**src/rtl/seg7_pkg.sv**
```systemverilog
// Shared constants for the multiplexed 7-segment display controller.
// Segment patterns are active-low {g,f,e,d,c,b,a}.
package seg7_pkg;

    localparam int NUM_DIGITS = 8;

    localparam logic [6:0] SEG_0     = 7'b1000000;
    localparam logic [6:0] SEG_1     = 7'b1111001;
    localparam logic [6:0] SEG_2     = 7'b0100100;
    localparam logic [6:0] SEG_3     = 7'b0110000;
    localparam logic [6:0] SEG_4     = 7'b0011001;
    localparam logic [6:0] SEG_5     = 7'b0010010;
    localparam logic [6:0] SEG_6     = 7'b0000010;
    localparam logic [6:0] SEG_7     = 7'b1111000;
    localparam logic [6:0] SEG_8     = 7'b0000000;
    localparam logic [6:0] SEG_9     = 7'b0010000;
    localparam logic [6:0] SEG_E     = 7'b0000110;
    localparam logic [6:0] SEG_BLANK = 7'b1111111;

    typedef enum logic {
        BLANK = 1'b0,
        SHOW  = 1'b1
    } scan_state_e;

endpackage

```
**src/rtl/seg7_scan_controller_if.sv**
```systemverilog
// Update channel into the display controller: valid/ready plus the new frame contents.
interface seg7_scan_controller_if import seg7_pkg::*; ();

    logic                      upd_valid;
    logic                      upd_ready;
    logic [4*NUM_DIGITS-1:0]   upd_digits;
    logic [NUM_DIGITS-1:0]     upd_enable;
    logic [NUM_DIGITS-1:0]     upd_dp;
    logic                      upd_lzb;

    modport master (
        output upd_valid, upd_digits, upd_enable, upd_dp, upd_lzb,
        input  upd_ready
    );

    modport slave (
        input  upd_valid, upd_digits, upd_enable, upd_dp, upd_lzb,
        output upd_ready
    );

endinterface

```
**src/rtl/seg7_scan_controller_bcd_seg_decoder.sv**
```systemverilog
// BCD nibble to active-low 7-segment pattern; codes 10..15 display "E".
module bcd_seg_decoder import seg7_pkg::*; (
    input  logic [3:0] bcd,
    output logic [6:0] seg
);

    always_comb begin
        seg = SEG_E;
        case (bcd)
            4'd0:    seg = SEG_0;
            4'd1:    seg = SEG_1;
            4'd2:    seg = SEG_2;
            4'd3:    seg = SEG_3;
            4'd4:    seg = SEG_4;
            4'd5:    seg = SEG_5;
            4'd6:    seg = SEG_6;
            4'd7:    seg = SEG_7;
            4'd8:    seg = SEG_8;
            4'd9:    seg = SEG_9;
            default: seg = SEG_E;
        endcase
    end

endmodule

```
**src/rtl/seg7_scan_controller.sv**
```systemverilog
// Eight-digit multiplexed 7-segment scanner with frame-aligned double-buffered updates.
//   state | meaning
//   BLANK | all anodes off for BLANK_CYCLES before the current digit (ghost suppression)
//   SHOW  | current digit lit for DWELL_CYCLES, then advance index (wrap 7->0 = frame boundary)
module seg7_scan_controller import seg7_pkg::*; #(
    parameter int DWELL_CYCLES = 100000,
    parameter int BLANK_CYCLES = 1000
) (
    input  logic                       clk,
    input  logic                       reset,
    seg7_scan_controller_if.slave      upd,
    output logic [NUM_DIGITS-1:0]      an,
    output logic [6:0]                 seg,
    output logic                       dp,
    output logic                       frame_tick
);

    localparam int MAX_CYCLES = (DWELL_CYCLES > BLANK_CYCLES) ? DWELL_CYCLES : BLANK_CYCLES;
    localparam int CNT_W      = $clog2(MAX_CYCLES + 1);
    localparam int IDX_W      = $clog2(NUM_DIGITS);

    localparam logic [CNT_W-1:0] BLANK_LAST = CNT_W'(BLANK_CYCLES - 1);
    localparam logic [CNT_W-1:0] DWELL_LAST = CNT_W'(DWELL_CYCLES - 1);
    localparam logic [IDX_W-1:0] IDX_LAST   = IDX_W'(NUM_DIGITS - 1);

    scan_state_e             state, state_nxt;
    logic [CNT_W-1:0]        cnt, cnt_nxt;
    logic [IDX_W-1:0]        idx, idx_nxt;
    logic                    wrap;

    logic [4*NUM_DIGITS-1:0] act_digits, shd_digits;
    logic [NUM_DIGITS-1:0]   act_enable, shd_enable;
    logic [NUM_DIGITS-1:0]   act_dp, shd_dp;
    logic                    act_lzb, shd_lzb;
    logic                    pending;
    logic                    ready_q;

    logic [NUM_DIGITS-1:0]   lit_mask;
    logic [6:0]              seg_dec;
    logic [NUM_DIGITS-1:0]   an_nxt;
    logic [6:0]              seg_nxt;
    logic                    dp_nxt;
    logic                    xfer;
    logic                    apply;

    assign upd.upd_ready = ready_q;
    assign xfer          = upd.upd_valid && ready_q;
    assign apply         = wrap && pending;

    // A digit is suppressed by lzb when it and every more-significant nibble are zero.
    always_comb begin : lzb_calc
        logic all_zero;
        lit_mask = '0;
        all_zero = 1'b1;
        for (int i = NUM_DIGITS - 1; i >= 0; i--) begin
            all_zero    = all_zero && (act_digits[4*i +: 4] == 4'd0);
            lit_mask[i] = act_enable[i] && !(act_lzb && all_zero && (i != 0));
        end
    end

    // idx only changes on entry to BLANK, so the current index is also the next SHOW digit.
    bcd_seg_decoder u_dec (
        .bcd (act_digits[{idx, 2'b00} +: 4]),
        .seg (seg_dec)
    );

    always_comb begin
        state_nxt = state;
        cnt_nxt   = cnt + 1'b1;
        idx_nxt   = idx;
        wrap      = 1'b0;
        an_nxt    = '1;
        seg_nxt   = SEG_BLANK;
        dp_nxt    = 1'b1;

        case (state)
            BLANK: begin
                if (cnt == BLANK_LAST) begin
                    state_nxt = SHOW;
                    cnt_nxt   = '0;
                end
            end
            SHOW: begin
                if (cnt == DWELL_LAST) begin
                    state_nxt = BLANK;
                    cnt_nxt   = '0;
                    idx_nxt   = idx + 1'b1;
                    wrap      = (idx == IDX_LAST);
                end
            end
        endcase

        // Segments stay dark whenever no anode is driven, so a disabled slot is fully off.
        if (state_nxt == SHOW && lit_mask[idx]) begin
            an_nxt[idx] = 1'b0;
            seg_nxt     = seg_dec;
            dp_nxt      = ~act_dp[idx];
        end
    end

    always_ff @(posedge clk) begin
        if (reset) begin
            state      <= BLANK;
            cnt        <= '0;
            idx        <= '0;
            an         <= '1;
            seg        <= SEG_BLANK;
            dp         <= 1'b1;
            frame_tick <= 1'b0;
            act_digits <= '0;
            act_enable <= '0;
            act_dp     <= '0;
            act_lzb    <= 1'b0;
            shd_digits <= '0;
            shd_enable <= '0;
            shd_dp     <= '0;
            shd_lzb    <= 1'b0;
            pending    <= 1'b0;
            ready_q    <= 1'b1;
        end else begin
            state      <= state_nxt;
            cnt        <= cnt_nxt;
            idx        <= idx_nxt;
            an         <= an_nxt;
            seg        <= seg_nxt;
            dp         <= dp_nxt;
            frame_tick <= wrap;
            if (apply) begin
                act_digits <= shd_digits;
                act_enable <= shd_enable;
                act_dp     <= shd_dp;
                act_lzb    <= shd_lzb;
                pending    <= 1'b0;
                ready_q    <= 1'b1;
            end else if (xfer) begin
                shd_digits <= upd.upd_digits;
                shd_enable <= upd.upd_enable;
                shd_dp     <= upd.upd_dp;
                shd_lzb    <= upd.upd_lzb;
                pending    <= 1'b1;
                ready_q    <= 1'b0;
            end
        end
    end

endmodule

```
**src/flat_wrapper.sv**
```systemverilog
// flat-port wrapper written by rule: the top's interface ports become plain ports
module seg7_scan_controller_flat import seg7_pkg::*;
#(
    parameter int DWELL_CYCLES = 100000,
    parameter int BLANK_CYCLES = 1000
)
  (clk, reset, an, seg, dp, frame_tick, upd_upd_valid, upd_upd_digits, upd_upd_enable, upd_upd_dp, upd_upd_lzb, upd_upd_ready);
  seg7_scan_controller_if upd_i ();
  input  logic clk;
  input  logic reset;
  output logic [NUM_DIGITS-1:0] an;
  output logic [6:0] seg;
  output logic dp;
  output logic frame_tick;
  input wire logic [$bits(upd_i.upd_valid)-1:0] upd_upd_valid;
  input wire logic [$bits(upd_i.upd_digits)-1:0] upd_upd_digits;
  input wire logic [$bits(upd_i.upd_enable)-1:0] upd_upd_enable;
  input wire logic [$bits(upd_i.upd_dp)-1:0] upd_upd_dp;
  input wire logic [$bits(upd_i.upd_lzb)-1:0] upd_upd_lzb;
  output wire logic [$bits(upd_i.upd_ready)-1:0] upd_upd_ready;
  assign upd_i.upd_valid = upd_upd_valid;
  assign upd_i.upd_digits = upd_upd_digits;
  assign upd_i.upd_enable = upd_upd_enable;
  assign upd_i.upd_dp = upd_upd_dp;
  assign upd_i.upd_lzb = upd_upd_lzb;
  assign upd_upd_ready = upd_i.upd_ready;
  seg7_scan_controller #(.DWELL_CYCLES(DWELL_CYCLES), .BLANK_CYCLES(BLANK_CYCLES)) u_core (.clk(clk), .reset(reset), .upd(upd_i), .an(an), .seg(seg), .dp(dp), .frame_tick(frame_tick));
endmodule
```
**config.mk**
```make
export PLATFORM = sky130hd
export DESIGN_NAME = seg7_scan_controller_flat
export DESIGN_NICKNAME = d
export VERILOG_FILES = /design/src/rtl/seg7_pkg.sv /design/src/rtl/seg7_scan_controller_if.sv /design/src/rtl/seg7_scan_controller_bcd_seg_decoder.sv /design/src/rtl/seg7_scan_controller.sv /design/src/flat_wrapper.sv
export SDC_FILE = /design/constraint.sdc
export NUM_CORES = 1
export LEC_CHECK = 0
export BUFFER_PORTS_ARGS = -buffer_cell sky130_fd_sc_hd__buf_2
export CELL_PAD_IN_SITES_DETAIL_PLACEMENT = 0
export CELL_PAD_IN_SITES_GLOBAL_PLACEMENT = 1
export CORE_ASPECT_RATIO = 0.7
export CORE_UTILIZATION = 39
export CTS_BUF_LIST = sky130_fd_sc_hd__clkbuf_16
export DETAILED_ROUTE_END_ITERATION = 10
export HOLD_SLACK_MARGIN = 0.03
export PLACE_DENSITY = 0.79
export RECOVER_POWER = 25
export SYNTH_ARGS = -nofsm -noshare
export SYNTH_HDL_FRONTEND = slang
export SYNTH_SLANG_ARGS = --single-unit
```
**constraint.sdc**
```tcl
create_clock -name clk -period 2.2 [get_ports clk]
set_clock_uncertainty 0.1 [all_clocks]
set_input_delay 0.44 -clock clk [delete_from_list [all_inputs] [get_ports clk]]
set_output_delay 0.44 -clock clk [all_outputs]
set_load 0.02 [all_outputs]
```
# == After elaboration in Yosys (flattened, before gate mapping) ==
# Memories as Yosys holds them, arrays and structs flattened. A register that Yosys moved wholly into a read port is not among the register bits.
# Cells that the tools add are included.
# word_totals
ff_bits,131
input_bits,52
rom_bits,112
output_inout_bits,18
n_memories,1
wordCells,86
# classes
n_bitwise,5
n_mux,14
shifts,1
n_addsub,2
n_lt_le_gt_ge,2
reduce_logical,42
eq_ne,3
# memory_table
name,words,word_bits,read_ports,rd_ports_with_merged_regs,write_ports,line_no,source
(no name shown),16,7,1,1,0,seg7_scan_controller_bcd_seg_decoder.sv:9,case (bcd)
# ops
cell,n
$mux 17,2
$pmux 17 s2,1
$shiftx 32x6->4,1
$logic_not 4->1,7
$logic_and 1x1->1,24
$add 17x1->17 const B,1
$eq 17x10->1 const B,1
$eq 17x17->1 const B,1
$not 8->8,1
$logic_not 1->1,7
$mux 1,7
$bmux 1 s3,2
$lt 3x4->1 const B,1
$not 1->1,4
$reduce_and 2->1,2
$reduce_or 2->1,2
$add 3x1->3 const B,1
$demux 1 s3,1
$eq 3x3->1 const B,1
$ge 3x1->1 const B,1
$pmux 1 s2,1

# == Logic depth before layout (Yosys ltp) ==
# Gate-level depths: netlist (run 1).
# depth
word_depth,15
mapped_depth,11

# == By module ==
# Synthesis (run 1) repeated with hierarchy kept, for this count alone.
# hier_totals
hier_cells,646
area_unflattened_um2,5710.5
# by_module_without_submodules
module,n_inst,area_per_inst_um2,cells_each
seg7_scan_controller,1,5519.0,619
bcd_seg_decoder,1,191.4,27

# == Worst setup path before layout (run 1) ==
# Ideal clock, no wire load.
# synth_path
path_type,reg2reg
from,register u_core.idx[2]
to,register u_core.seg[6]
arrival_time_ns,2.162
setup_time_ns,0.136
path_slack_ns,-0.198
synth_period_minus_slack_ns,2.398
path_stages_with_launch,11
required_ns,1.964
cell_sequence,dfxtp_1 clkbuf_1 buf_4 clkbuf_1 o21ai_0 a211oi_1 inv_1 ha_1 mux2_2 nand2_1 nand3_1
# synth_via
elab_chain_cells,5
word_cells_on_any_way,6
classes_between,1 x shift; 2 x mux; 1 x bitwise; 2 x reduce/logical
# synth_rtl
element,line_no,source
from (decl),seg7_scan_controller.sv:28,"logic [IDX_W-1:0] idx, idx_nxt;"
from (signal assigned),seg7_scan_controller.sv:123,idx <= idx_nxt;
$bmux 1 s3,seg7_scan_controller.sv:94,if (state_nxt == SHOW && lit_mask[idx]) begin
$mux 1 (implied by the code),seg7_scan_controller.sv:94,
$logic_and 1x1->1,seg7_scan_controller.sv:94,
$not 1->1 (no line),-,
$reduce_or 2->1 (no line),-,
to (decl),seg7_scan_controller.sv:13,"output logic [6:0] seg,"
# Parallel ways exist; a longest one is shown, timed or not. The select of a mux whose other input is x is not followed.
# A chain may end at the register's enable or synchronous reset.

# == Worst setup path in the final report (run 1) ==
# layout_path
from,register u_core.act_digits[24]
to,register u_core.an[1]
# layout_via
elab_chain_cells,15
word_cells_on_any_way,30
classes_between,2 x mux; 1 x bitwise; 27 x reduce/logical
# layout_rtl
element,line_no,source
from (decl),seg7_scan_controller.sv:31,"logic [4*NUM_DIGITS-1:0] act_digits, shd_digits;"
from (signal assigned),seg7_scan_controller.sv:129,act_digits <= shd_digits;
$logic_not 4->1 *,seg7_scan_controller.sv:56,all_zero = all_zero && (act_digits[4*i +: 4] == 4'd0);
$logic_and 1x1->1 *,seg7_scan_controller.sv:56,
$logic_and 1x1->1 (5 in a row),seg7_scan_controller.sv:56,
$logic_and 1x1->1,seg7_scan_controller.sv:57,lit_mask[i] = act_enable[i] && !(act_lzb && all_zero && (i != 0));
$logic_not 1->1,seg7_scan_controller.sv:57,
$logic_and 1x1->1,seg7_scan_controller.sv:57,
$bmux 1 s3 *,seg7_scan_controller.sv:94,
$mux 1 (implied by the code) *,seg7_scan_controller.sv:94,
$logic_and 1x1->1 *,seg7_scan_controller.sv:94,
$not 1->1 (no line) *,-,
$reduce_or 2->1 (no line) *,-,
to (signal assigned),seg7_scan_controller.sv:124,an <= an_nxt;
to (decl),seg7_scan_controller.sv:12,"output logic [NUM_DIGITS-1:0] an,"
# Mark *: on every way between the ends. The rest lies on a longest branch, timed or not. The select of a mux whose other input is x is not followed.

==> flow_summary.json, run 1 <==
{
  "period_share_pct": 102,
  "postLayoutCoreUtil_pct": 50.4,
  "fin_setup_tns_ps": -285,
  "firstDrtPassIters": 4,
  "antenna_found_initial": 0,
  "vias": 4877,
  "drt_iter0_drc": 232,
  "synthFlopType": "dfxtp_1",
  "routabilityCongestion": 0.848,
  "ir_drop_uv": 555,
  "p_comb_share_pct": 3.9,
  "start_util_pct": 40.1,
  "clock-sinks": 138,
  "synth_edf_count": 0,
  "wl_per_cell_um": 13.8,
  "clockRootBuffer": "clkbuf_16",
  "whs_ps": 149,
  "fp.coreArea_um2": 13900,
  "tritoncts": "yes",
  "seq_power_share_pct": 45.8,
  "finalCriticalPeriod_ps": 2240,
  "layout_commonest_cell": "nand2_1",
  "p_int_mw": 4.34,
  "synth_warnings": 0,
  "setup_viol": 16,
  "finalPower_mw": 5.65,
  "drt_wl_total_um": 13500,
  "timing.final.ws_setup_ps": -42.6,
  "cts.clk_slew.worst_paths_ps": 70,
  "p_clk_share_pct": 50.3,
  "max_cap_viol_count": 0,
  "io_pins": 70,
  "violations": "negative setup slack",
  "synthesis.nets": 743,
  "p_per_area_nw_per_um2": 805,
  "clk_path_buf_depth": 2,
  "portBuffers": 69,
  "synth-seq-area-share_pct": 49.6,
  "hold_path_class": "in2reg",
  "die_h_um": 102,
  "switching_share_pct": 23.2,
  "grt_usage_pct": 18.9,
  "nNetsFinal": 834,
  "grt_pass1_vias": 4572,
  "cp.arrival_ps": 2490,
  "tritoncts.num_buffers": 17,
  "final_cell_mix": "nand2_1, dfxtp_1, a21oi_1, buf_2, buf_4",
  "timing.slew.headroom_pct": 28.2,
  "rsz0062_at_grt": "true",
  "ys_ff_latch": 138,
  "grt-ovfl-total": 0,
  "rows": 36,
  "synthDistinctLibCells": 52,
  "drc": 0,
  "status": "finished, violations left",
  "drtAntennaViolNets": 0,
  "hold_viol": 0,
  "insertion_delay_ps": 420,
  "drv_slew": 0,
  "fill_cells": 1371,
  "hpwl_um": 9240,
  "syn_area_um2": 5580,
  "place_area_um2": 6360,
  "cp-end-kind": "flip-flop",
  "worstPathRequired_ps": 2450,
  "fmax_ghz": 0.446,
  "worst_pin_slew_ps": 1080,
  "grt_pass1_wl_um": 22300,
  "path_class": "reg2reg",
  "syn_inst": 684,
  "cellLeakagePower_nw": 2.63,
  "async_flop_share_pct": 0,
  "vias_per_cell": 4.99,
  "cts.htree.levels": 4,
  "area_delta_synth_final_pct": 25.9,
  "die-area_um2": 14800,
  "fin_area_um2": 7020,
  "p_switching_mw": 1.31,
  "critPathLaunchType": "flip-flop",
  "drive_above_1_share_pct": 19.0,
  "die_x_um": 145,
  "critPathMaxFanout": 16,
  "diodes": 0,
  "syn_avg_cell_area_um2": 8.15,
  "grt_max_degree": 105
}
==> kinds of logic (layout without fill, tap and decap cells) <==
group	count (synthesis)	count (layout)	share of synthesized area (%)
simple gates	321	321	25.7
mux	15	15	3.19
fa+ha+maj	7	7	1.57
buf+inv	56	160	4.49
compound gates	131	131	13.0
flops	138	138	49.6
xor+xnor	16	16	2.51
==> final timing paths <==
kind	slack (ps)	to	from	depth (start not counted)
max reg2reg	-40	u_core.an[1]$_SDFF_PP1_	u_core.act_digits[24]$_SDFFE_PP0P_	7
max	-40	u_core.an[1]$_SDFF_PP1_	u_core.act_digits[24]$_SDFFE_PP0P_	7
min reg2reg	350	u_core.act_enable[7]$_SDFFE_PP0P_	u_core.act_enable[7]$_SDFFE_PP0P_	2
min	150	u_core.shd_enable[6]$_SDFFE_PP0P_	upd_upd_enable[6]	3
==> metal layers <==
layer,vias to the layer above,track usage (%),wire [um]
li1,2491,-,-
met1,2278,25.4,6790
met2,98,29.8,5950
met3,10,4.96,640
met4,0,5.89,96
met5,-,0,0
==> worst max-delay path, cell delays in order (launching register included) <==
cell and delay [ps]:
dfxtp_1 310, or4_4 550, nor4_4 360, nand3_2 160
a311oi_2 330, nor4b_4 100, buf_12 160, nand4_1 100
==> cells in the mapped netlist (3+ instances only) <==
cell type,instances,area (um2)
nand2_1,216,811
dfxtp_1,138,2760
a21oi_1,101,505
nor2_1,32,120
clkbuf_1,28,105
nand3_1,17,85.1
nand4_1,16,100
inv_1,11,41.3
mux2i_1,11,110
o21ai_0,9,45.0
buf_2,8,40.0
xnor2_1,8,70.1
xor2_1,8,70.1
ha_1,7,87.6
and3_1,6,37.5
nor4_1,5,31.3
buf_4,4,30.0
nand3b_1,4,30.0
a31oi_1,3,18.8
and2_1,3,18.8
buf_1,3,11.3
nor2b_1,3,18.8
nor3_1,3,15.0
o211ai_1,3,22.5
or4_1,3,22.5
==> registers in the layout (all words and copies together) (netlist names), 7 cells and up <==
register / flops
u_core.act_enable: 8
u_core.act_dp: 8
u_core.act_digits: 32
u_core.seg: 7
u_core.shd_enable: 8
u_core.an: 8
u_core.shd_digits: 32
u_core.shd_dp: 8
u_core.cnt: 17
==> cell type report <==
class                      count  area, um2  share of cell area (%)
clock buffer                  17        425                    6.06
clock inverter                15        168                    2.39
inverter                      11       41.3                   0.588
multi-input combinational    490       2590                    37.0
sequential                   138       2770                    39.4
tap                          190        238                    3.39
timing repair buffer         117        783                    11.2
==> power groups by stage <==
stage                     sequential (mW)  combinational, mW  clock, mW
after floorplan                      2.64              0.130          0
after global placement               2.64              0.213          0
after detailed placement             2.65              0.219          0
after CTS                            2.59              0.220       2.89
after global routing                 2.59              0.252       3.02
final                                2.59              0.221       2.84
==> through the flow <==
stage,setup WS [ps],std cells
global route,-154,978
finish,-42.6,978
global placement,-47.3,942
CTS,-16.2,974
floorplan,7.37,684
detailed placement,-55.5,942
==> what timing repair did <==
item,4_1_cts,5_1_grt
hold buffers,0,0
cloned,0,2
endpoints found under the hold margin,0,0
resized for setup,2,11
setup buffers,1,3
setup endpoints to repair,16,92
pin swaps,9,5
No activity file was read; power rests on OpenSTA's default activity.
==> inputs of run 2 (changes only) <==
==> constraint.sdc (replaced) <==
create_clock -name clk -period 2.2 [get_ports clk]
set_clock_uncertainty 0.1 [all_clocks]
set_input_delay 0.66 -clock clk [delete_from_list [all_inputs] [get_ports clk]]
set_output_delay 0.66 -clock clk [all_outputs]
set_load 0.02 [all_outputs]
==> run 2 against run 1 <==
Compared with the run above: the flow still finishes with violations (negative setup slack); die area unchanged; core utilization increased by 0.39 points; flip-flop and latch count unchanged; clock power decreased by 4%; sequential share of layout area decreased by 0.28 points; count of clock-buffer cells in the layout unchanged.
==> flow_summary.json, run 2 (synthesized netlist as in run 1, its figures left out) <==
{
  "die_x_um": 145,
  "whs_ps": 351,
  "tritoncts": "yes",
  "portBuffers": 69,
  "antenna_found_initial": 0,
  "finalPower_mw": 5.53,
  "die_h_um": 102,
  "min_path_cells": 2,
  "r2r_slack_ps": -80,
  "grt_usage_pct": 19.4,
  "cp_top_family": "simple AND/OR/NAND/NOR gates",
  "rsz0062_at_grt": "true",
  "die-area_um2": 14800,
  "p_comb_share_pct": 4.0,
  "worstPathRequired_ps": 2450,
  "switching_share_pct": 23.7,
  "postLayoutCoreUtil_pct": 50.8,
  "fill_cells": 1349,
  "slowest_stage": "or4b_4",
  "routabilityCongestion": 0.851,
  "drtAntennaViolNets": 0,
  "fin_area_um2": 7070,
  "dp.cells": 943,
  "reg_top3": "u_core.act_digits x32, u_core.shd_digits x32, u_core.cnt x17",
  "clockRootBuffer": "clkbuf_16",
  "p_int_mw": 4.22,
  "wl_per_cell_um": 14.1,
  "nNetsFinal": 836,
  "cts.clk_slew.worst_paths_ps": 60,
  "register_area_um2": 2770,
  "multi_input_area_um2": 2630,
  "diodes": 0,
  "hold_end": "u_core.act_digits[3]$_SDFFE_PP0P_",
  "status": "finished, violations left",
  "fmax_ghz": 0.439,
  "vias_per_cell": 5.03,
  "grt-ovfl-total": 0,
  "insertion_delay_ps": 420,
  "drive_above_1_share_pct": 19.6,
  "hold_path_class": "reg2reg",
  "drc": 0,
  "vias": 4931,
  "p_switching_mw": 1.31,
  "rr_startpoint": "u_core.act_digits[29]$_SDFFE_PP0P_",
  "layout_commonest_cell": "nand2_1",
  "drv_slew": 0,
  "worst_pin_slew_ps": 1110,
  "r2r_end": "u_core.an[0]$_SDFF_PP1_",
  "critPathLaunchType": "flip-flop",
  "hold_viol": 0,
  "clk_path_buf_depth": 2,
  "clock-sinks": 138,
  "cp-end-kind": "flip-flop",
  "cellLeakagePower_nw": 2.64,
  "grt_pass1_wl_um": 22900,
  "max_cap_viol_count": 0,
  "final_cell_mix": "nand2_1, dfxtp_1, a21oi_1, buf_2, buf_4",
  "grt_pass1_vias": 4616,
  "cts.htree.levels": 4,
  "drt_iter0_drc": 320,
  "seq_power_share_pct": 46.8,
  "tritoncts.num_buffers": 17,
  "p_clk_share_pct": 49.2,
  "p_per_area_nw_per_um2": 782,
  "fin_setup_tns_ps": -810,
  "ir_drop_uv": 463,
  "cp.arrival_ps": 2530,
  "finalCriticalPeriod_ps": 2280,
  "instances_no_fill": 980,
  "pre_cts_ws_ps": -122,
  "setup_viol": 16,
  "area_delta_synth_final_pct": 26.8,
  "crit_buf_inv": 1,
  "period_share_pct": 104,
  "holdCritStartpoint": "u_core.act_digits[3]$_SDFFE_PP0P_",
  "drt_wl_total_um": 13800,
  "timing.final.ws_setup_ps": -77.5,
  "io_pins": 70,
  "critPathMaxFanout": 16,
  "rows": 36,
  "hpwl_um": 9480,
  "path_class": "reg2reg",
  "firstDrtPassIters": 5,
  "violations": "negative setup slack",
  "start_util_pct": 40.1,
  "cp_slowest_stage_delay_ps": 570,
  "fp.coreArea_um2": 13900,
  "reg2regPathDepth": 7,
  "place_area_um2": 6370,
  "crit_chain": "or4b_4, nor4_4, nand3_2, a311oi_4, nor4b_4, buf_12, nand4_1",
  "timing.slew.headroom_pct": 26.0,
  "grt_max_degree": 105
}
## run 2: cell types whose count changed in the layout (fill, tap and decap cells not counted), moves of 2 or more
cell        delta
clkinv_4       -3
inv_6          +2
clkinvlp_4     +3
buf_4          +2
clkbuf_1       -2
## run 2: final cells by class
class	count	share of cell area, %
tap	190	3.36
multi-input combinational	490	37.1
inverter	11	0.584
clock inverter	15	1.98
sequential	138	39.2
clock buffer	17	6.02
timing repair buffer	119	11.8
## run 2: worst max-delay path by stage
stage	start	to	slack, ps	cells after the start
2_1_floorplan	u_core.idx[2]$_SDFFE_PP0P_	u_core.seg[6]$_SDFF_PP1_	7	10
3_3_place_gp	u_core.act_digits[25]$_SDFFE_PP0P_	u_core.an[7]$_SDFF_PP1_	-50	7
3_5_place_dp	u_core.act_digits[25]$_SDFFE_PP0P_	u_core.an[7]$_SDFF_PP1_	-120	7
4_1_cts	u_core.act_digits[24]$_SDFFE_PP0P_	u_core.an[7]$_SDFF_PP1_	-60	7
5_1_grt	u_core.act_digits[29]$_SDFFE_PP0P_	u_core.an[0]$_SDFF_PP1_	-180	7
6_report	u_core.act_digits[29]$_SDFFE_PP0P_	u_core.an[0]$_SDFF_PP1_	-80	7
## run 2: what timing repair did
item,4_1_cts,5_1_grt
pin swaps,9,3
setup endpoints to repair,66,113
hold buffers,0,0
buffers inserted,1,3
gates cloned,0,2
gates resized for setup,6,16
## run 2: power by group through the flow
stage	clock, mW	sequential (mW)	combinational, mW
after floorplan	0	2.64	0.130
final	2.72	2.59	0.221
after global routing	2.90	2.60	0.253
after CTS	2.76	2.59	0.222
after detailed placement	0	2.65	0.220
after global placement	0	2.64	0.213
## run 2: worst register-to-register path, delay by kind of cell (launching register included)
family | cells | cell delay [ps]
and+or+nand+nor | 5 | 1310
buffers and inverters | 1 | 160
AOI/OAI and AO/OA | 1 | 340
DFF | 1 | 310
## run 2: routing by layer
layer / vias up / GRT usage, % / share of wire (%)
li1: 2496 / - / -
met1: 2311 / 26.5 / 50
met2: 109 / 30.3 / 44
met3: 15 / 5.22 / 5.2
met4: 0 / 4.99 / 0.89
met5: - / 0 / 0
